<file path="src/rtl/conv1_plane_load_ctrl_if.sv">
// Signal bundle for the conv1 image-plane loader: host control, dma_read command/stream
// and the tagged pixel stream towards the conv1 line buffer.
interface conv1_plane_load_ctrl_if #(
    parameter int H      = 32,
    parameter int W      = 32,
    parameter int CH     = 3,
    parameter int ADDR_W = 32
);
    localparam int CH_W  = (CH > 1) ? $clog2(CH) : 1;
    localparam int ROW_W = (H > 1) ? $clog2(H) : 1;
    localparam int COL_W = (W > 1) ? $clog2(W) : 1;

    logic              start;
    logic [ADDR_W-1:0] img_base;
    logic              busy;
    logic              done;
    logic              err;

    logic              dma_start;
    logic [ADDR_W-1:0] dma_base_addr;
    logic [31:0]       dma_length;
    logic              dma_done;

    logic              s_valid;
    logic [7:0]        s_data;
    logic              s_ready;

    logic              m_valid;
    logic [7:0]        m_data;
    logic [CH_W-1:0]   m_ch;
    logic [ROW_W-1:0]  m_row;
    logic [COL_W-1:0]  m_col;
    logic              m_last;
    logic              m_ready;

    // The loader is the master: it commands dma_read and drives the conv1 stream.
    modport master (
        input  start, img_base, dma_done, s_valid, s_data, m_ready,
        output busy, done, err, dma_start, dma_base_addr, dma_length,
               s_ready, m_valid, m_data, m_ch, m_row, m_col, m_last
    );

    modport slave (
        output start, img_base, dma_done, s_valid, s_data, m_ready,
        input  busy, done, err, dma_start, dma_base_addr, dma_length,
               s_ready, m_valid, m_data, m_ch, m_row, m_col, m_last
    );
endinterface

</file>
<file path="src/rtl/conv1_plane_load_ctrl.sv">
// Loads a planar CHW image: one dma_read transfer per channel plane, forwarding each byte
// to conv1 tagged with channel/row/column, and flagging short transfers as errors.
module conv1_plane_load_ctrl #(
    parameter int H            = 32,
    parameter int W            = 32,
    parameter int CH           = 3,
    parameter int ADDR_W       = 32,
    parameter int PLANE_STRIDE = H * W
) (
    input  logic clk,
    input  logic rst_n,
    conv1_plane_load_ctrl_if.master bus
);
    localparam int NPIX   = H * W;
    localparam int CH_W   = (CH > 1) ? $clog2(CH) : 1;
    localparam int ROW_W  = (H > 1) ? $clog2(H) : 1;
    localparam int COL_W  = (W > 1) ? $clog2(W) : 1;
    localparam int BEAT_W = $clog2(NPIX + 1);

    typedef enum logic [1:0] {IDLE, ISSUE, STREAM, FINISH} state_t;

    state_t            state;
    state_t            state_nxt;
    logic [CH_W-1:0]   ch;
    logic [ROW_W-1:0]  row;
    logic [COL_W-1:0]  col;
    logic [BEAT_W-1:0] beat_cnt;
    logic              done_seen;
    logic              err_q;
    logic [ADDR_W-1:0] base_q;

    logic in_stream;
    logic plane_full;
    logic last_beat;
    logic stream_valid;
    logic hs;
    logic short_done;
    logic plane_ok;
    logic last_plane;

    assign in_stream    = (state == STREAM);
    assign plane_full   = (beat_cnt == BEAT_W'(NPIX));
    assign last_beat    = (beat_cnt == BEAT_W'(NPIX - 1));
    assign stream_valid = in_stream & bus.s_valid & ~plane_full;
    assign hs           = stream_valid & bus.m_ready;
    assign last_plane   = (ch == CH_W'(CH - 1));

    // A dma_done that coincides with the final handshake completes the plane normally;
    // any other dma_done before the plane is full means dma_read delivered too few bytes.
    assign short_done = in_stream & bus.dma_done & ~plane_full & ~(hs & last_beat);
    assign plane_ok   = in_stream & plane_full & (done_seen | bus.dma_done);

    always_ff @(posedge clk or negedge rst_n) begin
        if (!rst_n) begin
            state <= IDLE;
        end else begin
            // NOTE: every registered signal is updated with non-blocking assignments so all
            // flops see the pre-edge values regardless of statement order.
            state <= state_nxt;
        end
    end

    always_comb begin
        // NOTE: default first so every path assigns state_nxt and no latch is inferred.
        state_nxt = state;
        case (state)
            IDLE:    if (bus.start) state_nxt = ISSUE;
            ISSUE:   state_nxt = STREAM;
            STREAM: begin
                if (short_done)    state_nxt = FINISH;
                else if (plane_ok) state_nxt = last_plane ? FINISH : ISSUE;
            end
            FINISH:  state_nxt = IDLE;
            default: state_nxt = IDLE;
        endcase
    end

    always_ff @(posedge clk or negedge rst_n) begin
        if (!rst_n) begin
            ch        <= '0;
            row       <= '0;
            col       <= '0;
            beat_cnt  <= '0;
            done_seen <= 1'b0;
            err_q     <= 1'b0;
            base_q    <= '0;
        end else begin
            case (state)
                IDLE: begin
                    if (bus.start) begin
                        base_q <= bus.img_base;
                        ch     <= '0;
                        err_q  <= 1'b0;
                    end
                end
                ISSUE: begin
                    row       <= '0;
                    col       <= '0;
                    beat_cnt  <= '0;
                    done_seen <= 1'b0;
                end
                STREAM: begin
                    if (hs) begin
                        beat_cnt <= beat_cnt + 1'b1;
                        if (col == COL_W'(W - 1)) begin
                            col <= '0;
                            row <= row + 1'b1;
                        end else begin
                            col <= col + 1'b1;
                        end
                    end
                    if (bus.dma_done) done_seen <= 1'b1;
                    if (short_done) begin
                        err_q <= 1'b1;
                    end else if (plane_ok && !last_plane) begin
                        ch     <= ch + 1'b1;
                        base_q <= base_q + ADDR_W'(PLANE_STRIDE);
                    end
                end
                default: ;
            endcase
        end
    end

    always_comb begin
        bus.busy      = (state == ISSUE) || (state == STREAM);
        bus.done      = (state == FINISH);
        bus.dma_start = (state == ISSUE);
        bus.m_valid   = stream_valid;
        bus.s_ready   = in_stream & bus.m_ready & ~plane_full;
        bus.m_data    = in_stream ? bus.s_data : 8'h00;
        bus.m_last    = last_plane & last_beat & stream_valid;
    end

    assign bus.err           = err_q;
    assign bus.dma_base_addr = base_q;
    assign bus.dma_length    = 32'(NPIX);
    assign bus.m_ch          = ch;
    assign bus.m_row         = row;
    assign bus.m_col         = col;
endmodule
</file>
<file path="src/flat_wrapper.sv">
// flat-port wrapper written by rule: the top's interface ports become plain ports
module conv1_plane_load_ctrl_flat 
#(
    parameter int H            = 32,
    parameter int W            = 32,
    parameter int CH           = 3,
    parameter int ADDR_W       = 32,
    parameter int PLANE_STRIDE = H * W
)
  (clk, rst_n, bus_start, bus_img_base, bus_dma_done, bus_s_valid, bus_s_data, bus_m_ready, bus_busy, bus_done, bus_err, bus_dma_start, bus_dma_base_addr, bus_dma_length, bus_s_ready, bus_m_valid, bus_m_data, bus_m_ch, bus_m_row, bus_m_col, bus_m_last);
  conv1_plane_load_ctrl_if #(.H(H), .W(W), .CH(CH), .ADDR_W(ADDR_W)) bus_i ();
  input  logic clk;
  input  logic rst_n;
  input wire logic [$bits(bus_i.start)-1:0] bus_start;
  input wire logic [$bits(bus_i.img_base)-1:0] bus_img_base;
  input wire logic [$bits(bus_i.dma_done)-1:0] bus_dma_done;
  input wire logic [$bits(bus_i.s_valid)-1:0] bus_s_valid;
  input wire logic [$bits(bus_i.s_data)-1:0] bus_s_data;
  input wire logic [$bits(bus_i.m_ready)-1:0] bus_m_ready;
  output wire logic [$bits(bus_i.busy)-1:0] bus_busy;
  output wire logic [$bits(bus_i.done)-1:0] bus_done;
  output wire logic [$bits(bus_i.err)-1:0] bus_err;
  output wire logic [$bits(bus_i.dma_start)-1:0] bus_dma_start;
  output wire logic [$bits(bus_i.dma_base_addr)-1:0] bus_dma_base_addr;
  output wire logic [$bits(bus_i.dma_length)-1:0] bus_dma_length;
  output wire logic [$bits(bus_i.s_ready)-1:0] bus_s_ready;
  output wire logic [$bits(bus_i.m_valid)-1:0] bus_m_valid;
  output wire logic [$bits(bus_i.m_data)-1:0] bus_m_data;
  output wire logic [$bits(bus_i.m_ch)-1:0] bus_m_ch;
  output wire logic [$bits(bus_i.m_row)-1:0] bus_m_row;
  output wire logic [$bits(bus_i.m_col)-1:0] bus_m_col;
  output wire logic [$bits(bus_i.m_last)-1:0] bus_m_last;
  assign bus_i.start = bus_start;
  assign bus_i.img_base = bus_img_base;
  assign bus_i.dma_done = bus_dma_done;
  assign bus_i.s_valid = bus_s_valid;
  assign bus_i.s_data = bus_s_data;
  assign bus_i.m_ready = bus_m_ready;
  assign bus_busy = bus_i.busy;
  assign bus_done = bus_i.done;
  assign bus_err = bus_i.err;
  assign bus_dma_start = bus_i.dma_start;
  assign bus_dma_base_addr = bus_i.dma_base_addr;
  assign bus_dma_length = bus_i.dma_length;
  assign bus_s_ready = bus_i.s_ready;
  assign bus_m_valid = bus_i.m_valid;
  assign bus_m_data = bus_i.m_data;
  assign bus_m_ch = bus_i.m_ch;
  assign bus_m_row = bus_i.m_row;
  assign bus_m_col = bus_i.m_col;
  assign bus_m_last = bus_i.m_last;
  conv1_plane_load_ctrl #(.H(H), .W(W), .CH(CH), .ADDR_W(ADDR_W), .PLANE_STRIDE(PLANE_STRIDE)) u_core (.clk(clk), .rst_n(rst_n), .bus(bus_i));
endmodule
</file>
<file path="config.mk">
export PLATFORM = sky130hd
export DESIGN_NAME = conv1_plane_load_ctrl_flat
export DESIGN_NICKNAME = d
export VERILOG_FILES = /design/src/rtl/conv1_plane_load_ctrl_if.sv /design/src/rtl/conv1_plane_load_ctrl.sv /design/src/flat_wrapper.sv
export SDC_FILE = /design/constraint.sdc
export NUM_CORES = 1
export LEC_CHECK = 0
export BUFFER_PORTS_ARGS = -buffer_cell sky130_fd_sc_hd__buf_2
export CAP_MARGIN = 20
export CORE_AREA = 2 2 115 117
export CTS_BUF_LIST = sky130_fd_sc_hd__clkbuf_8
export DETAILED_ROUTE_END_ITERATION = 8
export DIE_AREA = 0 0 117 119
export PLACE_DENSITY = 0.51
export SETUP_SLACK_MARGIN = 0.1
export SYNTH_ARGS = -nofsm -noshare
export SYNTH_HDL_FRONTEND = slang
export SYNTH_SLANG_ARGS = --single-unit
</file>
<file path="constraint.sdc">
create_clock -name clk -period 6.7 [get_ports clk]
set_input_delay 1.005 -clock clk [delete_from_list [all_inputs] [get_ports clk]]
set_output_delay 1.005 -clock clk [all_outputs]
set_load 0.03 [all_outputs]
</file>
Yosys cells after proc, flatten, opt, wreduce, memory -nomap -nowiden
Cells that the tools add are included.
{"block": "totals", "reg_bits": 59, "latch_bits": 0, "ram_bits": 0, "mem_bits_ro": 0, "input_bits": 46, "out_inout_bits": 91, "elab_cells": 83, "n_memories": 0}
{"block": "op_classes", "n_addsub": 5, "mul": 0, "div": 0, "magnitude_cmp": 0, "eq_ne": 15, "shifts": 0, "n_mux": 27, "n_bitwise": 16, "reduce_logical": 12}
{"op": "32-bit 2-to-1 mux", "count": 3}
{"op": "32-bit case mux with 2 select lines", "count": 1}
{"op": "32-bit by 11-bit adder with 32-bit output, second input constant", "count": 1}
{"op": "11-bit case mux with 2 select lines", "count": 1}
{"op": "5-bit 2-to-1 mux", "count": 4}
{"op": "5-bit case mux with 2 select lines", "count": 2}
{"op": "2-bit 2-to-1 mux", "count": 7}
{"op": "2-bit != test, second input constant", "count": 7}
{"op": "1-bit AND", "count": 13}
{"op": "11-bit by 1-bit adder with 11-bit output, second input constant", "count": 1}
{"op": "11-bit by 10-bit == test with 1-bit output, second input constant", "count": 1}
{"op": "11-bit == test, second input constant", "count": 1}
{"op": "11-bit 2-to-1 mux", "count": 1}
{"op": "5-bit by 1-bit adder with 5-bit output, second input constant", "count": 2}
{"op": "8-bit 2-to-1 mux", "count": 1}
{"op": "2-bit case mux with 4 select lines", "count": 1}
{"op": "2-bit == test, second input constant", "count": 3}
{"op": "2-bit AND reduction", "count": 3}
{"op": "3-bit AND reduction", "count": 2}
{"op": "5-bit == test, second input constant", "count": 1}
{"op": "1-bit case mux with 2 select lines", "count": 2}
{"op": "2-bit case mux with 2 select lines", "count": 1}
{"op": "4-bit AND reduction", "count": 1}
{"op": "2-bit nonzero test", "count": 2}
{"op": "other kinds (10)", "count": 13}

Longest topological paths before layout
Gate-level depths: netlist of run 1.
{"block": "logic_depth", "depth_word": 9, "depth_mapped": 9, "mapped_depth_nobuf": 8}

Worst setup path after synthesis of run 1
No wires, ideal clock.
{"block": "synth_path", "path_kind": "register to output", "from": "reg u_core.beat_cnt[0]", "to": "out bus_m_last", "t_arrival_ns": 2.415, "required_time_ns": 5.695, "setup_slack_ns": 3.280, "path_stages_with_launch": 7, "n_path_buf": 0, "cell_sequence": "dfrtp_1 -> inv_1 -> ha_1 -> nor4bb_1 -> nand3_1 -> and3_1 -> nor4b_1"}
{"block": "synth_between", "elab_chain_cells": 4, "word_cells_on_any_way": 6, "classes_between": "2 x eq/ne; 4 x bitwise"}
{"item": "from (decl)", "line_no": "conv1_plane_load_ctrl.sv:27", "source": "logic [BEAT_W-1:0] beat_cnt;"}
{"item": "from (signal assigned)", "line_no": "conv1_plane_load_ctrl.sv:104", "source": "beat_cnt <= beat_cnt + 1'b1;"}
{"item": "11-bit == test", "line_no": "conv1_plane_load_ctrl.sv:42", "source": "assign plane_full = (beat_cnt == BEAT_W'(NPIX));"}
{"item": "1-bit NOT", "line_no": "conv1_plane_load_ctrl.sv:44", "source": "assign stream_valid = in_stream & bus.s_valid & ~plane_full;"}
{"item": "1-bit AND", "line_no": "conv1_plane_load_ctrl.sv:44"}
{"item": "net bus_m_valid", "line_no": "flat_wrapper.sv:27", "source": "output wire logic [$bits(bus_i.m_valid)-1:0] bus_m_valid;"}
{"item": "1-bit AND", "line_no": "conv1_plane_load_ctrl.sv:132", "source": "bus.m_last = last_plane & last_beat & stream_valid;"}
{"item": "to (decl)", "line_no": "flat_wrapper.sv:32", "source": "output wire logic [$bits(bus_i.m_last)-1:0] bus_m_last;"}
The timed path passes the listed nets, and every way through them passes these cells.

Worst setup path after layout of run 1
{"block": "layout_path", "from": "reg u_core.beat_cnt[0]", "to": "out bus_m_last"}
{"block": "layout_between", "elab_chain_cells": 4, "word_cells_on_any_way": 6, "classes_between": "2 x eq/ne; 4 x bitwise"}
{"item": "11-bit == test", "line_no": "conv1_plane_load_ctrl.sv:42"}
{"item": "1-bit NOT", "line_no": "conv1_plane_load_ctrl.sv:44"}
{"item": "1-bit AND", "line_no": "conv1_plane_load_ctrl.sv:44"}
{"item": "1-bit AND *", "line_no": "conv1_plane_load_ctrl.sv:132"}
Every way passes the cells marked *; elsewhere a longest branch is shown, timed or not.

==> reports/results.txt, run 1 <==
Hold-fix buffers, CTS: 0
Die Wd: 117 µm
First-pass GRT wire length: 16.35 mm
Routed WL: 10.34 mm
Nets: 589
Vias in the first global route: 3217
Slowest cell delay on critical path: 0.45 ns
Latest clock arrival within the worst-skew pair: 0.36 ns
Cell Chain, Critical Path: inv_1 -> ha_1 -> nor4bb_1 -> nand3_1 -> and3_1 -> nor4b_1 -> buf_2
Setup crit end kind: output pin
Setup bufs post-CTS: 0
Most frequent cells in the layout: buf_2, dfrtp_1, nand2_1
Leakage power: 2.155 nW
Post-Syn Instances: 431
Num CTS Buffers: 9
Vias: 3452
Fin. max-slew vios: 0
Max-Cap Viols: 0
CP Class: register to output pin
Layout filler cell count: 1373
Fraction of synthesized area in multiplexers: 3.268%
Pwr dens: 438.5 mW/mm²
DRT iter0 DRCs: 174
Max Clk Rate: 0.2840 GHz
Synth Area in XOR/XNOR: 1.867%
Post-route DRC: 0
CP required: 5.69 ns
Drt via density: 4.848
Die area: 0.01392 mm²
Setup-failing EPs final: 0
Yosys warning total: 0
Worst slew pin tran: 0.9869 ns
Clock transition at path regs: 0.06 ns
RSZ-0062 raised after global routing: no
Post-CTS Resized: 0
CP max stage cell: nor4bb_1
Fin crit period: 3.521 ns
GRT Resource Usage Total: 15.26%
Critical path launch point type: register
Sequential cell area fraction in the yosys report: 39.35%
Synth async-reset ratio: 100.0%
Clock skew: 0.006618 ns
Post-route core utilization: 35.01%
WL/cell: 14.52 µm
Initial antenna violation count: 0
Register area: 0.001476 mm²
Most common cell after layout, fill and taps aside: buf_2
Routability cong.: 0.8467
CP max FO: 9
Post-synthesis adder-cell area fraction: 4.001%
Drt first pass iters: 5
Top_reg_cell synth: dfrtp_1
Yosys reg bits: 59
Cell variety after synth: 56
Syn-to-layout area delta: 20.14%
TNS Setup: 0 ns
Clk Tree Root Cell: clkbuf_8
Die Y: 119 µm
Worst Path Arrival: 2.52 ns
Main combinational cell family by area after synthesis: simple AND/OR/NAND/NOR gates
Largest net degree at the start of global routing: 60
Antenna-violating nets left: 0
# IOs: 137
Initial Utilization: 29.14%
Clk sinks: 59
Syn avg cell area: 8.706 µm²
Std-Cell Rows: 42
Multi-input logic area: 0.002043 mm²
Simple-gate portion of the synthesized area: 24.77%
Gr ovfl total: 0
HP Class: register to register
Final period util: 52.55%
CTS tree: built
Status: completed
Clock Path Buffers: 2
Max rail drop VDD: 0.1139 mV
Number of flops mapped to enable cells by yosys: 0
I/O Buffers: 104
Core ar.: 0.01287 mm²
DPL Wire Length: 7.424 mm
Relative slew slack: 33.81%
H-Tree Depth: 3
Post-Syn Area: 0.003752 mm²
Hold Vio Cnt, Final: 0
Layout cells sized above 1: 25.37%
Compound-cell area share of the yosys netlist: 17.01%
Antenna diode count: 0
layout make-up:
class	instances	area share, %
timing repair buffer	107	12.05
clock inverter	3	0.2775
multi-input combinational	345	45.32
tap	176	4.885
inverter	9	0.7494
sequential	59	32.75
clock buffer	13	3.969
synthesized netlist by cell type (2+ instances only):
| master | number | share of area, % |
|---|---|---|
| a21oi_1 | 30 | 4.0 |
| o211ai_1 | 5 | 1.0 |
| nor4_1 | 5 | 0.83 |
| a31o_2 | 3 | 0.70 |
| a31oi_1 | 3 | 0.50 |
| or4_4 | 2 | 0.60 |
| nor2_1 | 26 | 2.6 |
| o21ai_1 | 2 | 0.27 |
| nand4_1 | 12 | 2.0 |
| conb_1 | 2 | 0.20 |
| buf_4 | 32 | 6.4 |
| nor2b_1 | 2 | 0.33 |
| o22a_1 | 2 | 0.47 |
| clkbuf_1 | 12 | 1.2 |
| nor4b_1 | 2 | 0.47 |
| or3_1 | 2 | 0.33 |
| nand3_1 | 24 | 3.2 |
| inv_1 | 8 | 0.80 |
| ha_1 | 12 | 4.0 |
| o31ai_1 | 5 | 1.0 |
| buf_6 | 3 | 0.90 |
| mux2i_1 | 10 | 2.7 |
| a211oi_1 | 2 | 0.40 |
| and3_1 | 9 | 1.5 |
| dfrtp_1 | 59 | 39 |
| xor2_1 | 8 | 1.9 |
| o22ai_1 | 14 | 2.3 |
| o21ai_0 | 26 | 3.5 |
| o311ai_0 | 2 | 0.47 |
| and4_1 | 3 | 0.70 |
| mux2_2 | 2 | 0.60 |
| and2_1 | 10 | 1.7 |
| a22o_1 | 2 | 0.47 |
| a41oi_1 | 2 | 0.47 |
| nand2_1 | 58 | 5.8 |
| nand2b_1 | 4 | 0.67 |
| nor3_1 | 7 | 0.93 |
layer usage:
layer  part of all wire (%)  global-route usage [%]
met1                     46                   20.18
met2                     47                   24.28
met3                    5.8                   3.053
met4                    1.6                   6.176
met5                      0                       0
critical path, delay by kind of cell (launching register included):
kind          cells  cell delay (ns)
fa+ha+maj         1             0.16
flops             1             0.41
buf+inv           2             0.27
simple gates      4             1.33
worst paths after layout:
| check | startpoint | to | slack [ns] | cells after the start |
|---|---|---|---|---|
| min reg2reg | u_core.bus.dma_base_addr[9]$_DFFE_PN0P_ | u_core.bus.dma_base_addr[9]$_DFFE_PN0P_ | 0.48 | 2 |
| min | u_core.bus.dma_base_addr[9]$_DFFE_PN0P_ | u_core.bus.dma_base_addr[9]$_DFFE_PN0P_ | 0.48 | 2 |
| max in group asynchronous | rst_n | u_core.beat_cnt[5]$_DFFE_PN0P_ | 5.40 | 2 |
| min in group asynchronous | rst_n | u_core.bus.dma_base_addr[20]$_DFFE_PN0P_ | 0.81 | 2 |
| max | u_core.beat_cnt[0]$_DFFE_PN0P_ | bus_m_last | 3.18 | 7 |
| max reg2reg | u_core.state[0]$_DFFE_PN0P_ | u_core.bus.dma_base_addr[28]$_DFFE_PN0P_ | 3.78 | 9 |
report_power, final:
group | internal, mW | switching, mW
sequential | 0.476 | 0.137
clock | 0.171 | 0.144
combinational | 0.321 | 0.727
total | 0.968 | 1.01
kinds of logic after synthesis:
| group | Yosys count |
|---|---|
| AO/OA/AOI/OAI | 104 |
| XOR/XNOR | 8 |
| adder cells (fa/ha/maj) | 12 |
| buffers and inverters | 57 |
| flip-flops | 59 |
| multiplexers | 12 |
| other | 2 |
| AND/OR/NAND/NOR | 177 |
metrics by stage:
step                      power, mW  cell area [µm²]  std cells  worst slack [ns]  hold WS, ns
after floorplan               1.388             3865        461             3.280       0.4889
after global placement        1.660             4317        696             3.652       0.4644
after detailed placement      1.677             4317        696             3.561       0.4740
after CTS                     1.999             4508        712             3.149       0.4884
after global routing          2.142             4508        712             2.956       0.5055
final                         1.977             4508        712             3.179       0.4812
state kept, by name, summed over array words and instances (netlist names):
signal / count
u_core.done_seen: 1
u_core.bus.dma_base_addr: 32
u_core.beat_cnt: 11
u_core.bus.m_ch: 2
u_core.bus.err: 1
u_core.bus.m_row: 5
u_core.bus.m_col: 5
u_core.state: 2
No activity file was read; power rests on OpenSTA's default activity.
==> run 2, diff against run 1 <==
==> constraint.sdc (replaced) <==
create_clock -name clk -period 3.3 [get_ports clk]
set_input_delay 0.495 -clock clk [delete_from_list [all_inputs] [get_ports clk]]
set_output_delay 0.495 -clock clk [all_outputs]
set_load 0.03 [all_outputs]
==> run 2 against run 1 <==
Routed wire length is 2.4% higher. Die area did not move. First-iteration DRC count is 3.4% lower. Utilization increased by 0.19 points. Design area is 0.56% higher. Clock power increased by 100%. Via count is 4.1% higher. Clock skew increased by 0.0019 ns. Combinational power rose by 100%.
==> reports/results.txt, run 2 (synthesis results as in run 1) <==
Core ar.: 0.01287 mm²
Routed WL: 10.59 mm
I/O Buffers: 104
Antenna diode count: 0
Syn-to-layout area delta: 20.81%
Die Y: 119 µm
Fin. max-slew vios: 0
Max-Cap Viols: 0
CP Class: register to output pin
Die Wd: 117 µm
Max rail drop VDD: 0.3384 mV
Drt first pass iters: 4
Leakage power: 2.173 nW
Switching share of power: 51.00%
Setup-failing EPs final: 0
Initial Utilization: 29.14%
Pre-CTS setup slack: 0.9295 ns
Most frequent cells in the layout: buf_2, dfrtp_1, nand2_1
Nets: 593
HP Class: input port to async pin
Sw Pwr: 2.056 mW
Slowest cell delay on critical path: 0.46 ns
Tot Pwr: 4.031 mW
Most common cell after layout, fill and taps aside: buf_2
Vias in the first global route: 3313
Std-Cell Rows: 42
Post-route DRC: 0
Drt via density: 5.017
Logic pwr share: 53.2%
Relative slew slack: 41.16%
Clk sinks: 59
CP max stage cell: nor4bb_1
DRT iter0 DRCs: 168
H-Tree Depth: 3
Final period util: 84.30%
Die area: 0.01392 mm²
Setup crit end kind: output pin
Status: completed
Int Pwr: 1.975 mW
Hold-fix buffers, CTS: 0
Setup bufs post-CTS: 0
Final hold slack: 0.2338 ns
Setup WS post-layout: 0.5180 ns
Layout filler cell count: 1397
Hold Vio Cnt, Final: 0
Post-CTS Resized: 0
Largest net degree at the start of global routing: 36
Clock skew: 0.008508 ns
Gr ovfl total: 0
Clock transition at path regs: 0.07 ns
Clk Tree Root Cell: clkbuf_8
CP max FO: 4
Vias: 3592
GRT Resource Usage Total: 15.51%
Worst slew pin tran: 0.8786 ns
RSZ-0062 raised after global routing: no
CTS tree: built
Pwr dens: 889.2 mW/mm²
TNS Setup: 0 ns
Clock power share: 16.0%
CP required: 2.80 ns
Cell Chain, Critical Path: inv_1 -> ha_1 -> nor4bb_1 -> nand3_1 -> and3_1 -> nor4b_1 -> buf_2
Initial antenna violation count: 0
Worst Path Arrival: 2.29 ns
Layout cells sized above 1: 25.74%
WL/cell: 14.79 µm
# IOs: 137
Max Clk Rate: 0.3594 GHz
Critical path launch point type: register
Fin crit period: 2.782 ns
Routability cong.: 0.8793
Num CTS Buffers: 9
Largest register FFs: 32
Sequential power share: 30.8%
Antenna-violating nets left: 0
Clock Path Buffers: 2
First-pass GRT wire length: 16.77 mm
DPL Wire Length: 7.824 mm
Latest clock arrival within the worst-skew pair: 0.36 ns
[run 2: cell count changes in the layout (fill, tap and decap cells not counted)]
cell     before  now
buf_4         3    7
o31ai_1       4    5
o31ai_2       1    0
[run 2: worst max-delay path, delay by kind of cell (launching register included)]
family	cells	cell delay, ns
fa+ha+maj	1	0.17
buf+inv	2	0.26
flops	1	0.41
simple gates	4	1.10
[run 2: path summary, 6_finish.rpt]
kind	startpoint	end	slack, ns	cells past startpoint
min	rst_n	u_core.bus.dma_base_addr[21]$_DFFE_PN0P_	0.23	1
max in group asynchronous	rst_n	u_core.bus.m_row[0]$_DFFE_PN0P_	2.19	2
max	u_core.beat_cnt[0]$_DFFE_PN0P_	bus_m_last	0.52	7
min reg2reg	u_core.bus.dma_base_addr[2]$_DFFE_PN0P_	u_core.bus.dma_base_addr[2]$_DFFE_PN0P_	0.47	2
max reg2reg	u_core.state[0]$_DFFE_PN0P_	u_core.bus.m_col[2]$_DFFE_PN0P_	0.88	7
min in group clk	bus_img_base[28]	u_core.bus.dma_base_addr[28]$_DFFE_PN0P_	0.37	3
[run 2: cell type report]
class | instances | area [µm²] | share of cell area [%]
Multi-Input combinational cell | 345 | 2038 | 44.96
Sequential cell | 59 | 1476 | 32.57
Timing Repair Buffer | 111 | 573.1 | 12.64
Tap cell | 176 | 220.2 | 4.858
Clock buffer | 13 | 178.9 | 3.947
Inverter | 9 | 33.78 | 0.7452
Clock inverter | 3 | 12.51 | 0.2760
[run 2: stage by stage]
stage | util, % | area, µm² | cells
after floorplan | - | 3865 | 461
after global placement | 33.72 | 4342 | 700
after detailed placement | 33.72 | 4342 | 700
after CTS | 35.21 | 4533 | 716
after global routing | 35.21 | 4533 | 716
final | 35.21 | 4533 | 716
[run 2: power groups by stage]
| stage | Clock, mW | Sequential (mW) | Combinational, mW |
|---|---|---|---|
| after floorplan | 0 | 1.60 | 1.22 |
| after global placement | 0 | 1.24 | 2.13 |
| after detailed placement | 0 | 1.25 | 2.16 |
| after CTS | 0.667 | 1.24 | 2.17 |
| after global routing | 0.695 | 1.29 | 2.37 |
| final | 0.645 | 1.24 | 2.14 |
[run 2: per-layer routing]
metal	routed length [µm]	vias to the layer above	share of wire, %	GRT usage (%)
li1	-	1715	-	-
met1	4774	1740	45	20.28
met2	5036	126	48	25.36
met3	623	11	5.9	3.308
met4	154	0	1.5	5.074
met5	0	-	0	0
